<file path="src/rtl/sme_host.sv">
// rtl/sme_host.sv - host-side driver that serialises a buffered string and pattern onto the matching engine
// and reports the engine's result back to the controller.
module sme_host #(
  parameter int STR_MAX = 32,
  parameter int PAT_MAX = 8,
  parameter int TIMEOUT = 1023
) (
  input  logic       clk,
  input  logic       reset,
  input  logic       wr_en,
  input  logic       wr_pat,
  input  logic [4:0] wr_addr,
  input  logic [7:0] wr_data,
  input  logic [5:0] str_len,
  input  logic [3:0] pat_len,
  input  logic       start,
  input  logic       keep_str,
  output logic       ready,
  output logic [7:0] chardata,
  output logic       isstring,
  output logic       ispattern,
  input  logic       match,
  input  logic [4:0] match_index,
  input  logic       valid,
  output logic       done,
  output logic       res_match,
  output logic [4:0] res_index,
  output logic       timeout
);

  localparam int          SW         = $clog2(STR_MAX);
  localparam int          PW         = $clog2(PAT_MAX);
  localparam logic [5:0]  STR_MAX_L  = 6'(STR_MAX);
  localparam logic [3:0]  PAT_MAX_L  = 4'(PAT_MAX);
  localparam logic [5:0]  PAT_MAX_A  = 6'(PAT_MAX);
  localparam logic [9:0]  TIMEOUT_L  = 10'(TIMEOUT);

  typedef enum logic [2:0] {IDLE, SEND_STR, SEND_PAT, WAIT, REPORT} state_t;

  state_t     state, state_next;
  logic [7:0] str_buf [STR_MAX];
  logic [7:0] pat_buf [PAT_MAX];
  logic [5:0] len_s, len_s_c;
  logic [3:0] len_p, len_p_c;
  logic [5:0] idx;
  logic [9:0] cnt;
  logic       str_sent;
  logic       valid_q, match_q;
  logic [4:0] index_q;
  logic [7:0] str_first, pat_first;

  always_comb begin
    len_s_c = str_len;
    if (str_len == 6'd0) len_s_c = 6'd1;
    else if (str_len > STR_MAX_L) len_s_c = STR_MAX_L;
    len_p_c = pat_len;
    if (pat_len == 4'd0) len_p_c = 4'd1;
    else if (pat_len > PAT_MAX_L) len_p_c = PAT_MAX_L;
  end

  // A write to index 0 in the start cycle must reach the first character sent.
  always_comb begin
    str_first = str_buf[0];
    pat_first = pat_buf[0];
    if (wr_en && wr_addr == 5'd0) begin
      if (wr_pat) pat_first = wr_data;
      else        str_first = wr_data;
    end
  end

  always_ff @(posedge clk or posedge reset) begin
    if (reset) state <= IDLE;
    else       state <= state_next;
  end

  always_comb begin
    state_next = state;
    case (state)
      IDLE:     if (start) state_next = (keep_str && str_sent) ? SEND_PAT : SEND_STR;
      SEND_STR: if (idx >= len_s) state_next = SEND_PAT;
      SEND_PAT: if (idx >= {2'b00, len_p}) state_next = WAIT;
      WAIT:     if (valid_q || cnt == TIMEOUT_L) state_next = REPORT;
      REPORT:   state_next = IDLE;
      default:  state_next = IDLE;
    endcase
  end

  // Engine result is registered first so it is only honoured while waiting.
  always_ff @(posedge clk or posedge reset) begin
    if (reset) begin
      valid_q <= 1'b0;
      match_q <= 1'b0;
      index_q <= 5'd0;
    end else begin
      valid_q <= (state == WAIT) && valid;
      if ((state == WAIT) && valid) begin
        match_q <= match;
        index_q <= match_index;
      end
    end
  end

  always_ff @(posedge clk or posedge reset) begin
    if (reset) begin
      for (int i = 0; i < STR_MAX; i++) str_buf[i] <= 8'h20;
      for (int i = 0; i < PAT_MAX; i++) pat_buf[i] <= 8'h00;
      ready     <= 1'b1;
      chardata  <= 8'h00;
      isstring  <= 1'b0;
      ispattern <= 1'b0;
      done      <= 1'b0;
      res_match <= 1'b0;
      res_index <= 5'd0;
      timeout   <= 1'b0;
      str_sent  <= 1'b0;
      len_s     <= 6'd1;
      len_p     <= 4'd1;
      idx       <= 6'd0;
      cnt       <= 10'd0;
    end else begin
      case (state)
        IDLE: begin
          if (wr_en) begin
            if (!wr_pat && {1'b0, wr_addr} < STR_MAX_L) str_buf[wr_addr[SW-1:0]] <= wr_data;
            if (wr_pat && {1'b0, wr_addr} < PAT_MAX_A)  pat_buf[wr_addr[PW-1:0]] <= wr_data;
          end
          if (start) begin
            ready <= 1'b0;
            len_s <= len_s_c;
            len_p <= len_p_c;
            idx   <= 6'd1;
            if (keep_str && str_sent) begin
              ispattern <= 1'b1;
              chardata  <= pat_first;
            end else begin
              isstring <= 1'b1;
              chardata <= str_first;
            end
          end
        end
        SEND_STR: begin
          if (idx < len_s) begin
            chardata <= str_buf[idx[SW-1:0]];
            idx      <= idx + 6'd1;
          end else begin
            isstring  <= 1'b0;
            ispattern <= 1'b1;
            chardata  <= pat_buf[0];
            idx       <= 6'd1;
            str_sent  <= 1'b1;
          end
        end
        SEND_PAT: begin
          if (idx < {2'b00, len_p}) begin
            chardata <= pat_buf[idx[PW-1:0]];
            idx      <= idx + 6'd1;
          end else begin
            ispattern <= 1'b0;
            chardata  <= 8'h00;
            cnt       <= 10'd0;
          end
        end
        WAIT: begin
          cnt <= cnt + 10'd1;
          if (valid_q) begin
            done      <= 1'b1;
            res_match <= match_q;
            res_index <= index_q;
            timeout   <= 1'b0;
          end else if (cnt == TIMEOUT_L) begin
            done      <= 1'b1;
            res_match <= 1'b0;
            timeout   <= 1'b1;
          end
        end
        REPORT: begin
          done  <= 1'b0;
          ready <= 1'b1;
        end
        default: ;
      endcase
    end
  end

endmodule

</file>
<file path="config.mk">
export PLATFORM = sky130hd
export DESIGN_NAME = sme_host
export DESIGN_NICKNAME = d
export VERILOG_FILES = /design/src/rtl/sme_host.sv
export SDC_FILE = /design/constraint.sdc
export NUM_CORES = 1
export LEC_CHECK = 0
export CORE_MARGIN = 2
export CORE_UTILIZATION = 25
export CTS_CLUSTER_SIZE = 16
export DETAILED_ROUTE_END_ITERATION = 8
export HOLD_SLACK_MARGIN = 0.06
export SLEW_MARGIN = 25
export SYNTH_ARGS = -nofsm -noshare
export SYNTH_HDL_FRONTEND = slang
export SYNTH_SLANG_ARGS = --single-unit
</file>
<file path="constraint.sdc">
create_clock -name clk -period 14.82 [get_ports clk]
set_clock_uncertainty 0.05 [all_clocks]
set_input_delay 2.964 -clock clk [delete_from_list [all_inputs] [get_ports clk]]
set_output_delay 2.964 -clock clk [all_outputs]
set_load 0.03 [all_outputs]
</file>
==> metrics.yaml, run 1 <==
postRouteAntennaNets: 0
synth_top_area_share: 0.481
p_sw_mw: 0.973
post-route-cell-area_um2: 20700
status: "completed"
hold_buffers: 0
first_pass_iters: 5
cts.sinks: 376
synth-edff-count: 0
p_sw_frac: 0.306
ys_seq_area_frac: 0.532
utilization: 0.295
setup_viol: 0
path_max_fanout: 10
syn_nets: 1291
wl_per_cell_um: 19.3
critPathLaunchType: "input pin"
hold_class: "reg -> reg"
drive_above_1_share: 0.433
io_buffer_count: 54
fmax_mhz: 192
ys_seq_elements: 376
worstSetupPathType: "in -> reg"
num_vias: 10700
grt_usage: 0.119
syn_avg_cell_area_um2: 14.3
die_w_um: 270
routed_via_density: 4.77
clk_latency_ns: 0.55
combPwrFrac: 0.247
grt-ovfl-total: 0
clk_path_buf_depth: 3
synthFlopType: "dfrtp_1"
ctsHtreeMaxLevel: 2
ys_async_sr_fraction: 1.00
io_pins: 55
tightestPinTransition_ns: 0.936
synth_area_leader_cell: "dfrtp_1"
period_share: 0.351
fill_cells: 7088
p_per_area_nw_per_um2: 154
synth_area_um2: 17800
fin_crit_ns: 5.20
p_leak_nw: 9.16
hold_violations: 0
internal-power_mw: 2.21
clk_pin_slew_ns: 0.06
timing.hold.ws_ns: 0.423
placed_cell_area_um2: 19300
cp_data_required_time_ns: 15.17
antenna_found_initial: 5
yosysUniqueCellTypes: 56
clockPowerShare: 0.336
synth_area_leaders: "dfrtp_1 48%, mux2_2 22%, mux4_2 10%, dfstp_2 5.2%, clkbuf_1 1.4%"
maxCapViolations: 0
layout.nets: 1321
fp-row-count: 97
grt_max_degree: 173
cts_buffers: 41
dp_hpwl_mm: 27.9
cts_tree: "built"
crit_path_end_kind: "register"
die_h_um: 270
final-max-slew-violation-count: 0
rsz0062_at_grt: "no"
clock-root-buffer: "clkbuf_16"
ctsResizeCount: 0
gp_congestion: 0.846
dieArea_um2: 73200
p_seq_frac: 0.417
peakVddDrop_uv: 110
fin_setup_tns_ns: 0
drcViolationCount: 0
initialDrtViolationCount: 894
area_growth_syn_to_layout_pct: 16.7
syn_inst: 1243
worstPathArrival_ns: 5.55
start_util: 0.253
post_cts_buffers: 0
maxSlewHeadroom: 0.371
core_area_um2: 70100
finalPower_mw: 3.18
yosys_warnings: 0
drt-total-wl_mm: 43.3
grt_pass1_vias: 11200
grt_pass1_wl_mm: 68.0
==> power by group through the flow <==
stage	Combinational, mW	Sequential, mW	Clock, mW
finish	0.787	1.33	1.07
global route	0.857	1.35	1.14
CTS	0.790	1.33	1.10
detailed placement	0.789	1.35	0
global placement	0.772	1.34	0
floorplan	0.551	1.32	0
==> cell usage after synthesis, drive strengths merged (2+ instances only) <==
cell type  instances
a211o             16
a211oi            16
a21o               2
a21oi             23
a221o              7
a221oi             8
a311oi             7
a31oi              3
and2              14
and3               3
buf               20
clkbuf            64
dfrtp            341
dfstp             35
ha                12
inv               14
mux2             342
mux2i             16
mux4              81
nand2             49
nand2b            16
nand3             20
nand3b             2
nand4              5
nor2              48
nor2b             13
nor3               4
nor4               4
o211ai             2
o21a               3
o21ai             25
o31ai              2
or2                5
or3                3
xor2               5
==> sequential cells by signal, indices dropped and copies added, names as in the netlist <==
name / cells
chardata: 8
cnt: 10
done: 1
idx: 6
index_q: 5
ispattern: 1
isstring: 1
len_p: 4
len_s: 6
match_q: 1
pat_buf: 64
ready: 1
res_index: 5
res_match: 1
state: 3
str_buf: 256
str_sent: 1
timeout: 1
valid_q: 1
==> metrics by stage <==
stage,cells,setup WS (ns)
after CTS,2245,9.77
after floorplan,1243,1.42
after global placement,2169,9.19
after global routing,2246,9.61
after detailed placement,2169,9.20
final,2247,9.62
==> path summary, 6_finish.rpt <==
path,start,endpoint,slack [ns],depth (start not counted)
setup / recovery,wr_addr[4],chardata[2],9.62,7
max in group asynchronous,reset,str_buf[210],10.30,4
hold reg to reg,str_sent,str_sent,0.42,1
hold / removal,str_sent,str_sent,0.42,1
setup reg to reg,idx[2],cnt[7],11.37,8
min in group asynchronous,reset,str_buf[155],3.03,2
==> per-layer routing <==
layer  global-route usage  vias to the layer above  share of wire
li1                     -                     4677              -
met1                0.167                     5699           0.46
met2                0.178                      276           0.45
met3               0.0360                       56          0.081
met4               0.0273                        8          0.016
met5                    0                        -         0.0012
==> kinds of logic after synthesis <==
logic type,count (synthesis),share of synthesized area
AO/OA/AOI/OAI,123,0.0490
flip-flops,376,0.532
adder cells (fa/ha/maj),12,0.00846
multiplexers,439,0.329
buffers and inverters,98,0.0226
XOR/XNOR,6,0.00296
AND/OR/NAND/NOR,189,0.0559
==> critical path, cell delays in order <==
cell and delay, ns:
clkdlybuf4s50_1 0.55, or2_1 0.40, nor4_1 0.65, a21oi_1 0.34
a221o_1 0.42, a21oi_1 0.14, a311oi_1 0.07
==> cell type report <==
type / instances / area [µm²] / area share
clock inverters: 10 / 156 / 0.00755
multi-input cells: 769 / 7900 / 0.381
flip-flops and latches: 376 / 9460 / 0.457
well taps: 940 / 1180 / 0.0568
diodes: 1 / 2.50 / 0.000121
inverters: 14 / 60.1 / 0.00290
repair buffers: 71 / 704 / 0.0340
clock buffers: 66 / 1250 / 0.0605
==> placed cells by master, fill, tap and decap left out, drive strengths merged, types with 7 or more instances in the layout <==
master	Yosys	layout
a211oi	16	16
ha	12	12
clkbuf	64	66
mux2	342	342
a211o	16	16
buf	20	17
nor2	48	48
o21ai	25	25
nand2	49	49
mux2i	16	16
inv	14	15
a311oi	7	7
a221oi	8	8
nand3	20	20
dfstp	35	35
mux4	81	81
nor2b	13	13
a21oi	23	23
dfrtp	341	341
clkdlybuf4s50	0	54
and2	14	14
a221o	7	7
nand2b	16	16
(Power assumes the default switching activity.)
==> run 2, diff against run 1 <==
==> constraint.sdc (replaced) <==
create_clock -name clk -period 5.1 [get_ports clk]
set_clock_uncertainty 0.05 [all_clocks]
set_input_delay 1.02 -clock clk [delete_from_list [all_inputs] [get_ports clk]]
set_output_delay 1.02 -clock clk [all_outputs]
set_load 0.03 [all_outputs]
==> metrics.yaml, run 2 (same netlist as run 1, synthesis figures left out) <==
die_w_um: 270  # unchanged
maxSlewHeadroom: 0.369  # -0.00107
combPwrFrac: 0.252  # +0.005
dp.cells: 2173  # +0.18%
maxCapViolations: 0  # unchanged
initialDrtViolationCount: 751  # -16%
clockPowerShare: 0.324  # -0.012
clock-root-buffer: "clkbuf_16"
rsz0062_at_grt: "no"
first_pass_iters: 5  # unchanged
drive_above_1_share: 0.435  # +0.00250
grt-busiest-layer: "met2"
ctsHtreeMaxLevel: 2  # unchanged
crit_path_end_kind: "register"
layout_common_cells: "340 x mux2_2, 338 x dfrtp_1, 81 x mux4_2, 54 x clkdlybuf4s50_1, 49 x nand2_1"
critPathLaunchType: "register"
top_regs: "str_buf (256), pat_buf (64), cnt (10)"
grt_max_degree: 144  # -17%
worstSetupPathType: "reg -> reg"
grt_pass1_wl_mm: 69.1  # +1.6%
largest_register: "str_buf"
cp_common_cell: "o21ai_0"
final-max-slew-violation-count: 0  # unchanged
grt-ovfl-total: 0  # unchanged
place_ws_ns: 1.28  # -7.92 ns
p_seq_frac: 0.424  # +0.007
antenna_found_initial: 3  # -2
post_cts_buffers: 0  # unchanged
setup_ws_ns: 1.76  # -7.86 ns
startpoint: "idx[0]"
p_leak_nw: 9.14  # -0.19%
clk_latency_ns: 0.58  # +0.03 ns
peakVddDrop_uv: 279  # +150%
wl_per_cell_um: 19.6  # +1.9%
reg2reg_from: "idx[0]"
start_util: 0.253  # unchanged
routed_via_density: 4.76  # -0.14%
status: "completed"
worstPathCellList: "inv_1 -> ha_1 -> nand2b_1 -> a21oi_1 -> o21ai_0 -> buf_4 -> and2_1 -> o21ai_0 -> o21ai_0"
cts_tree: "built"
io_buffer_count: 54  # unchanged
fin_crit_ns: 3.34
core_area_um2: 70100  # unchanged
dieArea_um2: 73200  # unchanged
gp_congestion: 0.834  # -1.4%
p_sw_mw: 2.88  # +200%
grt_pass1_vias: 11200  # +0.63%
hold_violations: 0  # unchanged
path_max_fanout: 22  # +12
fmax_mhz: 299
crit_buf_inv: 2  # +1
tightestPinTransition_ns: 0.943  # +0.00645 ns
fin_setup_tns_ns: 0  # unchanged
utilization: 0.295  # -0.000606
cts_buffers: 42  # +2.4%
clk_pin_slew_ns: 0.06  # about the same
p_sw_frac: 0.316  # +0.00964
area_growth_syn_to_layout_pct: 16.4
layout.nets: 1325  # +0.30%
setup_viol: 0  # unchanged
cts.sinks: 376  # unchanged
use_met2: 0.186  # +0.00823
drt-total-wl_mm: 44.2  # +2.1%
ctsResizeCount: 0  # unchanged
cp_top_family: "compound AO/OA/AOI/OAI gates"
cp_data_required_time_ns: 5.49  # -9.68 ns
met3_usage: 0.0317  # -0.00435
drcViolationCount: 0  # unchanged
fp-row-count: 97  # unchanged
worstRegToRegCells: 9  # +1
hold_path_depth: 2  # +1
cp.depth: 9  # +2
stdcell_count: 2252  # +0.22%
clk_path_buf_depth: 3  # unchanged
period_share: 0.655
final_common_cell: "mux2_2"
grtUsageMet1: 0.169  # +0.00162
hold_class: "reg -> reg"
num_vias: 10700  # +0.084%
slowest_delay_ns: 0.79  # +0.14 ns
slowest_stage: "dfrtp_2"
hold_buffers: 0  # unchanged
internal-power_mw: 6.24  # +180%
die_h_um: 270  # unchanged
postRouteAntennaNets: 0  # unchanged
grt_usage: 0.122  # +0.00316
p_per_area_nw_per_um2: 441  # +190%
worstPathArrival_ns: 3.73  # -1.82 ns
io_pins: 55  # unchanged
dp_hpwl_mm: 29.3  # +4.9%
largest_reg_flops: 256  # unchanged
min-delay-start: "len_p[0]"
[run 2: changes by cell type in the layout (fill, tap and decap cells not counted), moves of 2 or more]
cell and delta:
clkinv_4 +3, bufinv_16 -4, buf_4 +3, buf_12 +2
[run 2: cell type report]
cell class                 instances  area (µm²)
fill                            7069       49500
antenna                            2        5.00
sequential                       376        9460
timing repair buffer              74         728
inverter                          14        56.3
clock inverter                    11        88.8
multi-input combinational        769        7900
clock buffer                      66        1250
tap                              940        1180
[run 2: worst paths after layout]
check / to / slack, ns
worst min-delay path: len_p[0] / 0.43
min in group asynchronous: str_buf[219] / 0.91
worst max-delay path: cnt[6] / 1.76
max in group asynchronous: str_buf[209] / 2.80
worst min register to register: len_p[0] / 0.43
worst max register to register: cnt[6] / 1.76
[run 2: power by group through the flow]
stage / Clock [mW] / Sequential, mW / Combinational, mW
final: 2.96 / 3.86 / 2.30
after global routing: 3.17 / 3.93 / 2.50
after CTS: 3.05 / 3.86 / 2.31
after detailed placement: 0 / 3.91 / 2.30
after global placement: 0 / 3.88 / 2.26
after floorplan: 0 / 3.84 / 1.60
[run 2: metal layers]
| layer | vias to the layer above | wire length (µm) |
|---|---|---|
| met1 | 5681 | 20500 |
| met4 | 4 | 1080 |
| li1 | 4708 | - |
| met3 | 76 | 2800 |
| met2 | 256 | 19900 |
| met5 | - | 24 |
[run 2: metrics by stage]
step	power [mW]	hold WS (ns)	area, µm²
finish	9.12	0.429	20700
floorplan	5.44	0.389	17800
global placement	6.15	0.405	19300
global route	9.60	0.451	20700
detailed placement	6.22	0.412	19300
CTS	9.22	0.430	20700
[run 2: tightest hold or removal path: cells and delay by family (launching register included)]
kind | cells | cell delay, ns
flip-flops | 1 | 0.37
AND/OR/NAND/NOR | 1 | 0.05
AO/OA/AOI/OAI | 1 | 0.06
